--- src/rtl/bus_dma_master_if.sv ---
// -----------------------------------------------------------------------------
// bus_dma_master_if
//   Master-side view of one port of the two-master shared bus.
//
//   m_req   master -> arbiter  bus request
//   m_grant arbiter -> master  bus grant
//   m_wr    master -> bus      1 = write cycle, 0 = read cycle
//   m_addr  master -> bus      word address (AW bits)
//   m_dout  master -> bus      write data (DW bits)
//   m_din   bus -> master      read data, valid in the same cycle as m_addr
// -----------------------------------------------------------------------------
interface bus_dma_master_if #(
    parameter int AW = 8,
    parameter int DW = 32
);
    logic          m_req;
    logic          m_grant;
    logic          m_wr;
    logic [AW-1:0] m_addr;
    logic [DW-1:0] m_dout;
    logic [DW-1:0] m_din;

    modport master (
        output m_req,
        output m_wr,
        output m_addr,
        output m_dout,
        input  m_grant,
        input  m_din
    );

    modport slave (
        input  m_req,
        input  m_wr,
        input  m_addr,
        input  m_dout,
        output m_grant,
        output m_din
    );
endinterface

--- src/rtl/bus_dma_master.sv ---
// -----------------------------------------------------------------------------
// bus_dma_master
//   Single-channel copy engine. On an accepted start it requests the shared
//   bus, and once granted copies `length` words from src_addr to dst_addr as
//   alternating single-word read and write cycles, then pulses done.
//
//   clk       system clock, rising edge
//   reset_n   asynchronous active-low reset
//   start     one-cycle command strobe, only sampled in IDLE
//   src_addr  first source word address (latched on accepted start)
//   dst_addr  first destination word address (latched on accepted start)
//   length    number of words to copy (latched on accepted start)
//   bus       master modport: m_req/m_grant/m_wr/m_addr/m_dout/m_din
//   busy      high from accepted start until DONE exits
//   done      one-cycle completion pulse
// -----------------------------------------------------------------------------
module bus_dma_master #(
    parameter int AW = 8,
    parameter int DW = 32,
    parameter int LW = 8
) (
    input  logic                clk,
    input  logic                reset_n,
    input  logic                start,
    input  logic [AW-1:0]       src_addr,
    input  logic [AW-1:0]       dst_addr,
    input  logic [LW-1:0]       length,
    bus_dma_master_if.master    bus,
    output logic                busy,
    output logic                done
);

    localparam logic [2:0] S_IDLE = 3'd0;
    localparam logic [2:0] S_REQ  = 3'd1;
    localparam logic [2:0] S_RD   = 3'd2;
    localparam logic [2:0] S_WR   = 3'd3;
    localparam logic [2:0] S_DONE = 3'd4;

    logic [2:0]    state_q;
    logic [AW-1:0] src_q;
    logic [AW-1:0] dst_q;
    logic [LW-1:0] len_q;
    logic [LW-1:0] idx_q;
    logic [DW-1:0] data_q;

    logic [LW-1:0] idx_next;
    logic [AW-1:0] idx_addr;

    assign idx_next = idx_q + LW'(1);
    // Word offset resized to the address width; sums below wrap mod 2^AW.
    assign idx_addr = AW'(idx_q);

    always_ff @(posedge clk or negedge reset_n) begin
        if (!reset_n) begin
            state_q <= S_IDLE;
            src_q   <= '0;
            dst_q   <= '0;
            len_q   <= '0;
            idx_q   <= '0;
            data_q  <= '0;
        end else begin
            case (state_q)
                S_IDLE: begin
                    if (start) begin
                        src_q   <= src_addr;
                        dst_q   <= dst_addr;
                        len_q   <= length;
                        idx_q   <= '0;
                        // A zero-length copy completes without touching the bus.
                        state_q <= (length == '0) ? S_DONE : S_REQ;
                    end
                end
                S_REQ: begin
                    if (bus.m_grant) begin
                        state_q <= S_RD;
                    end
                end
                S_RD: begin
                    if (bus.m_grant) begin
                        data_q  <= bus.m_din;
                        state_q <= S_WR;
                    end else begin
                        state_q <= S_REQ;
                    end
                end
                S_WR: begin
                    if (bus.m_grant) begin
                        idx_q   <= idx_next;
                        state_q <= (idx_next == len_q) ? S_DONE : S_RD;
                    end else begin
                        // Grant lost: the same word is retried from its read.
                        state_q <= S_REQ;
                    end
                end
                S_DONE: begin
                    state_q <= S_IDLE;
                end
                default: begin
                    state_q <= S_IDLE;
                end
            endcase
        end
    end

    // Moore output decode: state and registered fields only.
    always_comb begin
        bus.m_req  = 1'b0;
        bus.m_wr   = 1'b0;
        bus.m_addr = '0;
        bus.m_dout = '0;
        busy       = 1'b0;
        done       = 1'b0;
        case (state_q)
            S_REQ: begin
                bus.m_req = 1'b1;
                busy      = 1'b1;
            end
            S_RD: begin
                bus.m_req  = 1'b1;
                bus.m_addr = src_q + idx_addr;
                busy       = 1'b1;
            end
            S_WR: begin
                bus.m_req  = 1'b1;
                bus.m_wr   = 1'b1;
                bus.m_addr = dst_q + idx_addr;
                bus.m_dout = data_q;
                busy       = 1'b1;
            end
            S_DONE: begin
                busy = 1'b1;
                done = 1'b1;
            end
            default: begin
                busy = 1'b0;
            end
        endcase
    end

endmodule

--- src/flat_wrapper.sv ---
// flat-port wrapper written by rule: the top's interface ports become plain ports
module bus_dma_master_flat 
#(
    parameter int AW = 8,
    parameter int DW = 32,
    parameter int LW = 8
)
  (clk, reset_n, start, src_addr, dst_addr, length, busy, done, bus_m_req, bus_m_wr, bus_m_addr, bus_m_dout, bus_m_grant, bus_m_din);
  bus_dma_master_if #(.AW(AW), .DW(DW)) bus_i ();
  input  logic clk;
  input  logic reset_n;
  input  logic start;
  input  logic [AW-1:0] src_addr;
  input  logic [AW-1:0] dst_addr;
  input  logic [LW-1:0] length;
  output logic busy;
  output logic done;
  output wire logic [$bits(bus_i.m_req)-1:0] bus_m_req;
  output wire logic [$bits(bus_i.m_wr)-1:0] bus_m_wr;
  output wire logic [$bits(bus_i.m_addr)-1:0] bus_m_addr;
  output wire logic [$bits(bus_i.m_dout)-1:0] bus_m_dout;
  input wire logic [$bits(bus_i.m_grant)-1:0] bus_m_grant;
  input wire logic [$bits(bus_i.m_din)-1:0] bus_m_din;
  assign bus_m_req = bus_i.m_req;
  assign bus_m_wr = bus_i.m_wr;
  assign bus_m_addr = bus_i.m_addr;
  assign bus_m_dout = bus_i.m_dout;
  assign bus_i.m_grant = bus_m_grant;
  assign bus_i.m_din = bus_m_din;
  bus_dma_master #(.AW(AW), .DW(DW), .LW(LW)) u_core (.clk(clk), .reset_n(reset_n), .start(start), .src_addr(src_addr), .dst_addr(dst_addr), .length(length), .bus(bus_i), .busy(busy), .done(done));
endmodule
--- config.mk ---
export PLATFORM = sky130hd
export DESIGN_NAME = bus_dma_master_flat
export DESIGN_NICKNAME = d
export VERILOG_FILES = /design/src/rtl/bus_dma_master_if.sv /design/src/rtl/bus_dma_master.sv /design/src/flat_wrapper.sv
export SDC_FILE = /design/constraint.sdc
export NUM_CORES = 1
export LEC_CHECK = 0
export CAP_MARGIN = 0
export CORE_MARGIN = 2
export CORE_UTILIZATION = 53
export CTS_BUF_LIST = sky130_fd_sc_hd__clkbuf_2
export DETAILED_ROUTE_END_ITERATION = 6
export PLACE_DENSITY = 0.84
export SLEW_MARGIN = 20
export SYNTH_ARGS = -nofsm -noshare
export SYNTH_HDL_FRONTEND = slang
export SYNTH_SLANG_ARGS = --single-unit
--- constraint.sdc ---
create_clock -name clk -period 7.6 [get_ports clk]
set_clock_uncertainty 0.05 [all_clocks]
set_input_delay 1.14 -clock clk [delete_from_list [all_inputs] [get_ports clk]]
set_output_delay 1.14 -clock clk [all_outputs]
set_load 0.03 [all_outputs]
* Yosys cells after proc, flatten, opt, wreduce, memory -nomap -nowiden *
Index checks and enable logic that the tools add are counted.

operators by class
  divide/modulo/power cells = 0
  add/sub/neg operators = 3
  shift operators = 0
  reduce and logical (&&, ||, !) cells = 9
  $mul = 0
  bitwise gates (word level) = 0
  mux-type cells = 16
  magnitude comparators = 0
  eq/ne operators = 8

operator list
  operator                                                          count
  32-bit two-way mux                                                1
  8-bit case mux with 2 select lines                                2
  8-bit adder                                                       2
  8-bit two-way mux                                                 2
  3-bit two-way mux                                                 5
  3-bit case mux with 4 select lines                                1
  8-bit by 1-bit adder with 8-bit output (second input constant)    1
  8-bit == test                                                     1
  8-bit logical NOT                                                 1
  3-bit by 2-bit == test with 1-bit output (second input constant)  2
  2-bit inequality test (second input constant)                     3
  2-bit AND reduction                                               3
  1-bit two-way mux                                                 4
  4-bit OR reduction                                                1
  3-bit by 1-bit == test with 1-bit output (second input constant)  1
  3-bit == test (second input constant)                             1
  3-bit logical NOT                                                 1
  3-bit AND reduction                                               1
  3-bit OR reduction                                                1
  2-bit two-way mux                                                 1
  2-bit nonzero test                                                1

storage, ports and cells
  bits in read-only memories = 0
  bits in registers = 67
  memory bits (writable) = 0
  memories = 0
  bits of input ports = 60
  logic and storage cells = 42
  output and inout bits = 44
  latch bits = 0

* Logic depth before layout (Yosys ltp) *
Gate-level depths: netlist (run 1).

  word-level depth = 5
  mapped depth = 13
  gate-level depth less buffers = 10

* Worst setup path before layout (run 1) *
OpenSTA, ideal clock, no wires.

  path kind = reg-to-output
  start point = reg u_core.state_q[2]
  end point = out bus_m_addr[6]
  required time = 6.410 ns
  arrival time = 2.820 ns
  slack = 3.590 ns
  path buffers = 2
  cell stages (with the launch flop) = 13
  cells stage by stage = dfrtp_1 -> and3b_1 -> buf_6 -> buf_2 -> mux2_2 -> ha_1 -> inv_1 -> fa_1 -> nor2b_1 -> o21ai_0 -> a21boi_0 -> or4_1 -> nand3_1

on the way
  cells in the longest elaborated chain, start to end = 2
  elaborated cells between the ends (all ways) = 3

ends and longest elaborated chain
  item                                      RTL line               text
  from (decl)                               bus_dma_master.sv:39   logic [2:0] state_q;
  from (signal assigned)                    bus_dma_master.sv:70   state_q <= (length == '0) ? S_DONE : S_REQ;
  from (signal assigned)                    bus_dma_master.sv:89   state_q <= (idx_next == len_q) ? S_DONE : S_RD;
  3-bit by 2-bit == test with 1-bit output  bus_dma_master.sv:113  case (state_q)
  8-bit case mux with 2 select lines (*)    bus_dma_master.sv:113
  to (decl)                                 flat_wrapper.sv:20     output wire logic [$bits(bus_i.m_addr)-1:0] bus_m_addr;

Every way passes the cells marked *; elsewhere a longest branch is shown, timed or not.

* Worst setup path in the final report (run 1) *
  start point = reg u_core.state_q[0]
  end point = out bus_m_addr[6]

The elaborated chain is that of the path after synthesis.

==> results.ini, run 1 <==
[timing]
worst_pin_slew_ps = 835
fin_crit_sh_pct = 71.3
max_freq_ghz = 0.184
fin_ws_ps = 2180
rsz0062_at_grt = no
slew_viol_final = 0
maxSlewHeadroom_pct = 44.3
finalHoldViolations = 0
setup_viol = 0
final.setup.tns_ps = 0
period_minus_slack_ps = 5420
holdWs_ps = 474

[global_route]
grt_max_degree = 68
grt_pass1_vias = 2722
grt_overflow = 0
antenna_found_initial = 0
grt_pass1_wl_um = 13100
grtUsageTotal_pct = 22.8

[flow_run]
max_cap_violations = 0

[clocking]
cts_htree_levels = 3
postCtsSetupRepairBufs = 0
clockBufferDepth = 2
cts-hold-fix-buffers = 0
clk_pin_slew_ps = 190
root_buffer = clkbuf_2
cts.sinks = 67
clk_latency_ps = 490
cts_buffers = 9
cts_tree = done
cts_resized = 0

[synthesis]
synthArstFlopShare_pct = 100
avgSynthCellArea_um2 = 12.0
synthDominantCellAreaShare_pct = 47.2
synthCells = 297
synth_area_leader_cell = dfrtp_1
synth_area_leaders = dfrtp_1 (47%), mux2_2 (20%), and2_1 (5.8%)
yosys-top-cells-count = dfrtp_1 (67), mux2_2 (63), and2_1 (33)
yosysWarnings = 0
synth_fp_nets = 366
synth_edf_count = 0
synth_ff_type = dfrtp_1
syn_area_um2 = 3550
synth_most_common_cell = dfrtp_1
synth_cell_types = 44
synth_seq_area_share_pct = 47.2
synth-seq-cells = 67

[floorplanning]
die_w_um = 85.9
core_um2 = 6420
initial_core_util_pct = 55.3
die_area_um2 = 7380
rows = 29
io_pins = 104
die_y_um = 85.9

[worst_setup_path]
path_class = reg2out
worstPathArrival_ps = 4230
crit_path_end_kind = output pin
path_max_fanout = 15
start_kind = register
worstPathRequired_ps = 6410

[final_layout]
fin_nets = 469
stdcell_count = 482
insertedDiodeCount = 0
fin_area_um2 = 4740
layout-drive-gt1-share_pct = 21.7
area_growth_syn_to_layout_pct = 33.3

[place]
placed_area_um2 = 4600
hpwl_um = 5710
gp_congestion = 0.943
placed_cells = 466
portBuffers = 103
pre_cts_slack_ps = 2750

[outcome]
status = finished with violations
violations = design-rule violations

[detailed_routing]
drc = 7
wire_per_inst_um = 16.5
detail-route-antenna-nets = 0
drtIter0Drc = 120
drt-pass1-iter-count = 7
vias_per_cell = 5.50
vias = 2653
wirelength_um = 7950

[power_and_ir_drop]
p_leak_nw = 1.98
ir_drop_mv = 0.235
p_per_area_nw_per_um2 = 363

[min_path]
hold_class = reg2reg

[per-stage QoR]
step,util [%],power (W)
floorplan,-,0.00121
global placement,71.6,0.00145
detailed placement,71.6,0.00149
CTS,73.7,0.00173
global route,73.7,0.00183
finish,73.7,0.00172
[routing by layer]
| layer | track usage [%] | wire length (um) |
|---|---|---|
| met1 | 31.4 | 3400 |
| met2 | 35.5 | 3860 |
| met3 | 4.23 | 495 |
| met4 | 9.96 | 188 |
| met5 | 0 | 0 |
[where the power goes]
part | internal, W | leakage, nW | switching (W)
Clock | 0.000108 | 0.0755 | 0.000133
Sequential | 0.000515 | 0.813 | 0.000101
Combinational | 0.000440 | 1.09 | 0.000423
[cell type report]
type / count / area, um^2
Clock buffer: 9 / 45.0
Clock inverter: 7 / 92.6
Fill cell: 458 / 1690
Inverter: 5 / 18.8
Multi-Input combinational cell: 210 / 1750
Sequential cell: 67 / 1680
Tap cell: 77 / 96.3
Timing Repair Buffer: 107 / 1060
[placed cells by master, fill, tap and decap left out, types with 3 or more instances in the layout]
master           netlist  layout
xnor2_1               10      10
nor3_1                 6       6
nand2b_1               3       3
dfrtp_1               67      67
clkdlybuf4s50_1        0     102
o21ai_0               14      14
nand2_1               10      10
inv_1                  5       5
xor2_1                 6       6
buf_4                  0       4
nor2_1                12      12
clkbuf_2               1       9
mux2_2                63      63
a21oi_1                6       6
ha_1                   8       8
nand3_1                6       6
and2_1                33      33
[path summary, 6_finish.rpt]
| check | cells after the start | end | slack (ps) | from |
|---|---|---|---|---|
| max | 11 | bus_m_addr[6] | 2180 | u_core.state_q[0] |
| min | 1 | u_core.data_q[31] | 470 | u_core.data_q[31] |
| max reg2reg | 6 | u_core.idx_addr[6] | 5230 | u_core.state_q[0] |
| min reg2reg | 1 | u_core.data_q[31] | 470 | u_core.data_q[31] |
| max in group asynchronous | 2 | u_core.dst_q[7] | 6200 | reset_n |
| min in group asynchronous | 2 | u_core.len_q[6] | 740 | reset_n |
[cell families after synthesis]
kind of cell / share of synthesized area [%]
buffers and inverters: 3.73
adder cells (fa/ha/maj): 3.38
flip-flops: 47.2
AO/OA/AOI/OAI: 5.46
AND/OR/NAND/NOR: 14.3
XOR/XNOR: 5.28
multiplexers: 20.7
[critical path: stages, from the launching register on]
cell and delay (ps):
dfrtp_1 560, and3b_1 590, mux2_2 400, ha_1 210
inv_1 80, fa_1 180, nor2b_1 60, o21ai_0 230
a21boi_0 180, or4_1 480, nand3_1 100, clkdlybuf4s50_1 670
[sequential cells by signal, summed over array words and instances, names as in the netlist]
register         count
u_core.data_q       32
u_core.dst_q         8
u_core.idx_addr      8
u_core.len_q         8
u_core.src_q         8
u_core.state_q       3
No activity file was read; power rests on OpenSTA's default activity.
==> inputs of run 2 (changes only) <==
CORE_UTILIZATION = 44   (was 53)
PLACE_DENSITY = 0.74   (was 0.84)
clock period = 4.8 ns   (was 7.6 ns; I/O delays follow)
==> run 2 against run 1 <==
  * The run now ends clean
  * Design area up 0.79%
  * Worst hold slack got worse by 290 ps
  * Register-to-register slack lost 2600 ps
  * Sequential cell count is the same
==> results.ini, run 2 (synthesis results as in run 1) <==
[outcome]
status = finished clean

[worst_setup_path]
worstPathArrival_ps = 3700
worstPathRequired_ps = 4030
path_class = reg2out
path_max_fanout = 8
start_kind = register
crit_path_end_kind = output pin

[final_layout]
area_growth_syn_to_layout_pct = 34.3
insertedDiodeCount = 0
top_register = u_core.data_q
seq_area_um2 = 1680
mostFrequentLayoutCells = clkdlybuf4s50_1 (101), dfrtp_1 (67), mux2_2 (63)
layout-drive-gt1-share_pct = 22.4
fin_nets = 470
finish.utilization_pct = 61.5
fillerInstances = 648
final_common_cell = clkdlybuf4s50_1
multi_input_area_um2 = 1750
largest_register_ff_count = 32

[place]
hpwl_um = 5690
portBuffers = 103
gp_congestion = 0.763
pre_cts_slack_ps = 865

[floorplanning]
die_area_um2 = 8810
core_um2 = 7770
die_w_um = 93.9
die_y_um = 93.9
rows = 32
io_pins = 104
initial_core_util_pct = 45.7

[detailed_routing]
wire_per_inst_um = 15.0
drtIter0Drc = 131
wirelength_um = 7600
drt-pass1-iter-count = 5
drc = 0
vias_per_cell = 5.08
detail-route-antenna-nets = 0
vias = 2583

[global_route]
grt_pass1_vias = 2531
grt_pass1_wl_um = 12300
antenna_found_initial = 0
grt_max_degree = 35
grt_overflow = 0
grtUsageTotal_pct = 17.9

[timing]
fin_crit_sh_pct = 93.2
rsz0062_at_grt = no
max_freq_ghz = 0.224
final.setup.tns_ps = 0
period_minus_slack_ps = 4470
slew_viol_final = 0
fin_ws_ps = 327
finalHoldViolations = 0
setup_viol = 0
worst_pin_slew_ps = 740
maxSlewHeadroom_pct = 50.6

[clocking]
root_buffer = clkbuf_2
cts.sinks = 67
cts-hold-fix-buffers = 0
cts_htree_levels = 3
clk_latency_ps = 490
cts_tree = done
cts_resized = 0
cts_buffers = 9
clockBufferDepth = 2
postCtsSetupRepairBufs = 0
clk_pin_slew_ps = 220

[min_path]
hold_class = in2async

[power_and_ir_drop]
p_per_area_nw_per_um2 = 566
ir_drop_mv = 0.268
p_leak_nw = 1.99
p_total_w = 0.00270

[flow_run]
max_cap_violations = 0

run 2: changes by cell type in the layout (fill, tap and decap cells not counted):
cell,change
clkinv_1,-1
buf_4,+2
clkdlybuf4s50_1,-1
clkinv_4,-1
clkbuf_2,+1
inv_6,+1
run 2: critical path: stages (launching register included):
cell and delay (ps):
dfrtp_1 540, and3b_1 430, mux2_2 400, ha_1 290
a211oi_1 340, o21ai_0 150, a31oi_1 210, xnor2_1 90
nor2_1 90, clkdlybuf4s50_1 680
run 2: power breakdown:
group          internal, W  switching, W
Combinational     0.000697      0.000653
Clock             0.000175      0.000212
Sequential        0.000816      0.000149
Total              0.00169       0.00101
run 2: worst paths after layout:
| kind | startpoint | to | slack [ps] | cells past startpoint |
|---|---|---|---|---|
| min | reset_n | u_core.data_q[30] | 180 | 1 |
| min reg2reg | u_core.data_q[28] | u_core.data_q[28] | 470 | 1 |
| max in group asynchronous | reset_n | u_core.data_q[23] | 3570 | 2 |
| max reg2reg | u_core.state_q[0] | u_core.idx_addr[2] | 2620 | 5 |
| min in group clk | u_core.data_q[28] | u_core.data_q[28] | 470 | 1 |
| max | u_core.state_q[0] | bus_m_addr[7] | 330 | 9 |
run 2: cell type report:
cell class | count | area share (%)
timing repair buffer | 108 | 22.2
multi-input combinational | 210 | 36.7
sequential | 67 | 35.1
inverter | 5 | 0.393
clock buffer | 10 | 1.05
clock inverter | 6 | 1.86
tap | 102 | 2.67
run 2: layer usage:
| layer | track usage, % | vias up | routed length (um) |
|---|---|---|---|
| met2 | 28.2 | 82 | 3590 |
| li1 | - | 1257 | - |
| met5 | 0 | - | 0 |
| met3 | 3.53 | 8 | 464 |
| met4 | 6.88 | 0 | 106 |
| met1 | 24.5 | 1236 | 3440 |
run 2: per-stage QoR:
step | instances | hold WS, ps | area, um^2
2_1_floorplan | 297 | 374 | 3550
3_3_place_gp | 492 | 430 | 4630
3_5_place_dp | 492 | 437 | 4630
4_1_cts | 508 | 193 | 4770
5_1_grt | 508 | 220 | 4770
6_report | 508 | 180 | 4770
==> inputs of run 3 (changes only) <==
RECOVER_POWER = 100   (was default)
==> run 3 against run 2 <==
  * The run now ends with max-capacitance violations, max-slew violations left
  * Fmax grew 1.2%
  * Routed wire length is essentially flat
  * Design area shrank 0.94%
  * Critical path type unchanged
  * Sequential share of layout area grew 0.33 points
  * Critical path depth is the same
  * Die area is the same
  * Largest cell class unchanged
  * Worst hold slack gained 290 ps
  * Clock-buffer cell count is the same
  * Utilization shrank 0.58 points
  * Sequential power shrank 0.4%
  * Highest routed layer unchanged
  * First-iteration DRC count shrank 8.4%
==> results.ini, run 3 (synthesis results as in run 1) <==
[worst_setup_path]
slowest_delay_ps = 680
crit_path_cell_trace = and3b_1, mux2_1, ha_1, a211oi_1, o21ai_0, a31oi_1, xnor2_1, nor2_1, clkdlybuf4s50_1
worstPathArrival_ps = 3650
path_delay_family = compound AO/OA/AOI/OAI gates
reg2reg_depth = 5
crit_path_end_kind = output pin
start_kind = register
path_class = reg2out
worstPathRequired_ps = 4030
path_max_fanout = 8
crit_slowest_cell = clkdlybuf4s50_1
crit_cells = 9
critPathBufInv = 1

[clocking]
clk_latency_ps = 490
cts-hold-fix-buffers = 0
cts_htree_levels = 3
clk_pin_slew_ps = 170
clockBufferDepth = 2
postCtsSetupRepairBufs = 0
cts_tree = done
cts.sinks = 67
cts_buffers = 9
cts_resized = 0
root_buffer = clkbuf_2

[floorplanning]
die_area_um2 = 8810
io_pins = 104
die_w_um = 93.9
core_um2 = 7770
rows = 32
initial_core_util_pct = 45.7
die_y_um = 93.9

[global_route]
antenna_found_initial = 0
grt_pass1_wl_um = 12300
grt_max_degree = 35
grt_pass1_vias = 2531
grtUsageTotal_pct = 17.9
grt_overflow = 0

[outcome]
violations = max-capacitance violations, max-slew violations
status = finished with violations

[power_and_ir_drop]
p_leak_nw = 2.06
netSwitchingFraction_pct = 38.0
p_sw_w = 0.00100
p_per_area_nw_per_um2 = 557
p_comb_share_pct = 48.8
ir_drop_mv = 0.262
power.share.clock_pct = 14.7
seqPwrFrac_pct = 36.5
power.internal_w = 0.00163

[final_layout]
insertedDiodeCount = 0
multi_input_area_um2 = 1730
finish.utilization_pct = 60.9
area_growth_syn_to_layout_pct = 33.1
mostFrequentLayoutCells = dfrtp_1 (67), mux2_2 (60), clkdlybuf4s50_1 (60)
fillerInstances = 655
seq_area_um2 = 1680
layout-drive-gt1-share_pct = 19.5
fin_nets = 470
largest_register_ff_count = 32
final_common_cell = dfrtp_1
top_register = u_core.data_q

[timing]
period_minus_slack_ps = 4420
final.setup.tns_ps = 0
worst_pin_slew_ps = 1980
rsz0062_at_grt = no
setup_viol = 0
maxSlewHeadroom_pct = -34.1
slew_viol_final = 115
max_freq_ghz = 0.226
fin_crit_sh_pct = 92.1
finalHoldViolations = 0

[min_path]
hold_class = reg2reg
min_path_cells = 1

[detailed_routing]
vias_per_cell = 5.12
drc = 0
drt-pass1-iter-count = 4
detail-route-antenna-nets = 0
drtIter0Drc = 120
wire_per_inst_um = 15.0
wirelength_um = 7600
vias = 2599

[flow_run]
max_cap_violations = 4

[place]
portBuffers = 103
hpwl_um = 5690
gp_congestion = 0.763

## run 3: worst paths after layout
kind | from | end | slack [ps]
max | u_core.state_q[0] | bus_m_addr[7] | 380
min | u_core.data_q[28] | u_core.data_q[28] | 470
max reg2reg | u_core.state_q[0] | u_core.idx_addr[2] | 1130
min reg2reg | u_core.data_q[28] | u_core.data_q[28] | 470
max in group asynchronous | reset_n | u_core.data_q[23] | 1700
min in group asynchronous | reset_n | u_core.data_q[30] | 590
## run 3: power groups by stage
stage	registers, W	clock network (W)	logic (W)
CTS	0.000968	0.000400	0.00137
global route	0.000999	0.000420	0.00140
detailed placement	0.000982	0	0.00136
finish	0.000961	0.000388	0.00129
floorplan	0.000925	0	0.000989
global placement	0.000975	0	0.00133
## run 3: stage by stage
stage                     power, W  instance area (um^2)  instances  setup slack (ps)  hold slack [ps]
after floorplan            0.00191                  3550        297              1210              374
after global placement     0.00231                  4630        492               889              430
after detailed placement   0.00234                  4630        492               865              437
after CTS                  0.00273                  4770        508               276              193
after global routing       0.00282                  4730        508              76.6              488
final                      0.00263                  4730        508               380              472
## run 3: layer usage
metal	track usage, %	vias to the layer above	part of all wire [%]
met5	0	-	0
met3	3.53	9	6.7
met1	24.5	1249	44
met2	28.2	87	47
li1	-	1254	-
met4	6.88	0	1.4
## run 3: layout make-up
| type | instances | area share (%) |
|---|---|---|
| multi-input cells | 210 | 36.5 |
| flip-flops and latches | 67 | 35.5 |
| repair buffers | 108 | 22.0 |
| well taps | 102 | 2.70 |
| clock inverters | 6 | 1.88 |
| clock buffers | 10 | 1.06 |
| inverters | 5 | 0.397 |
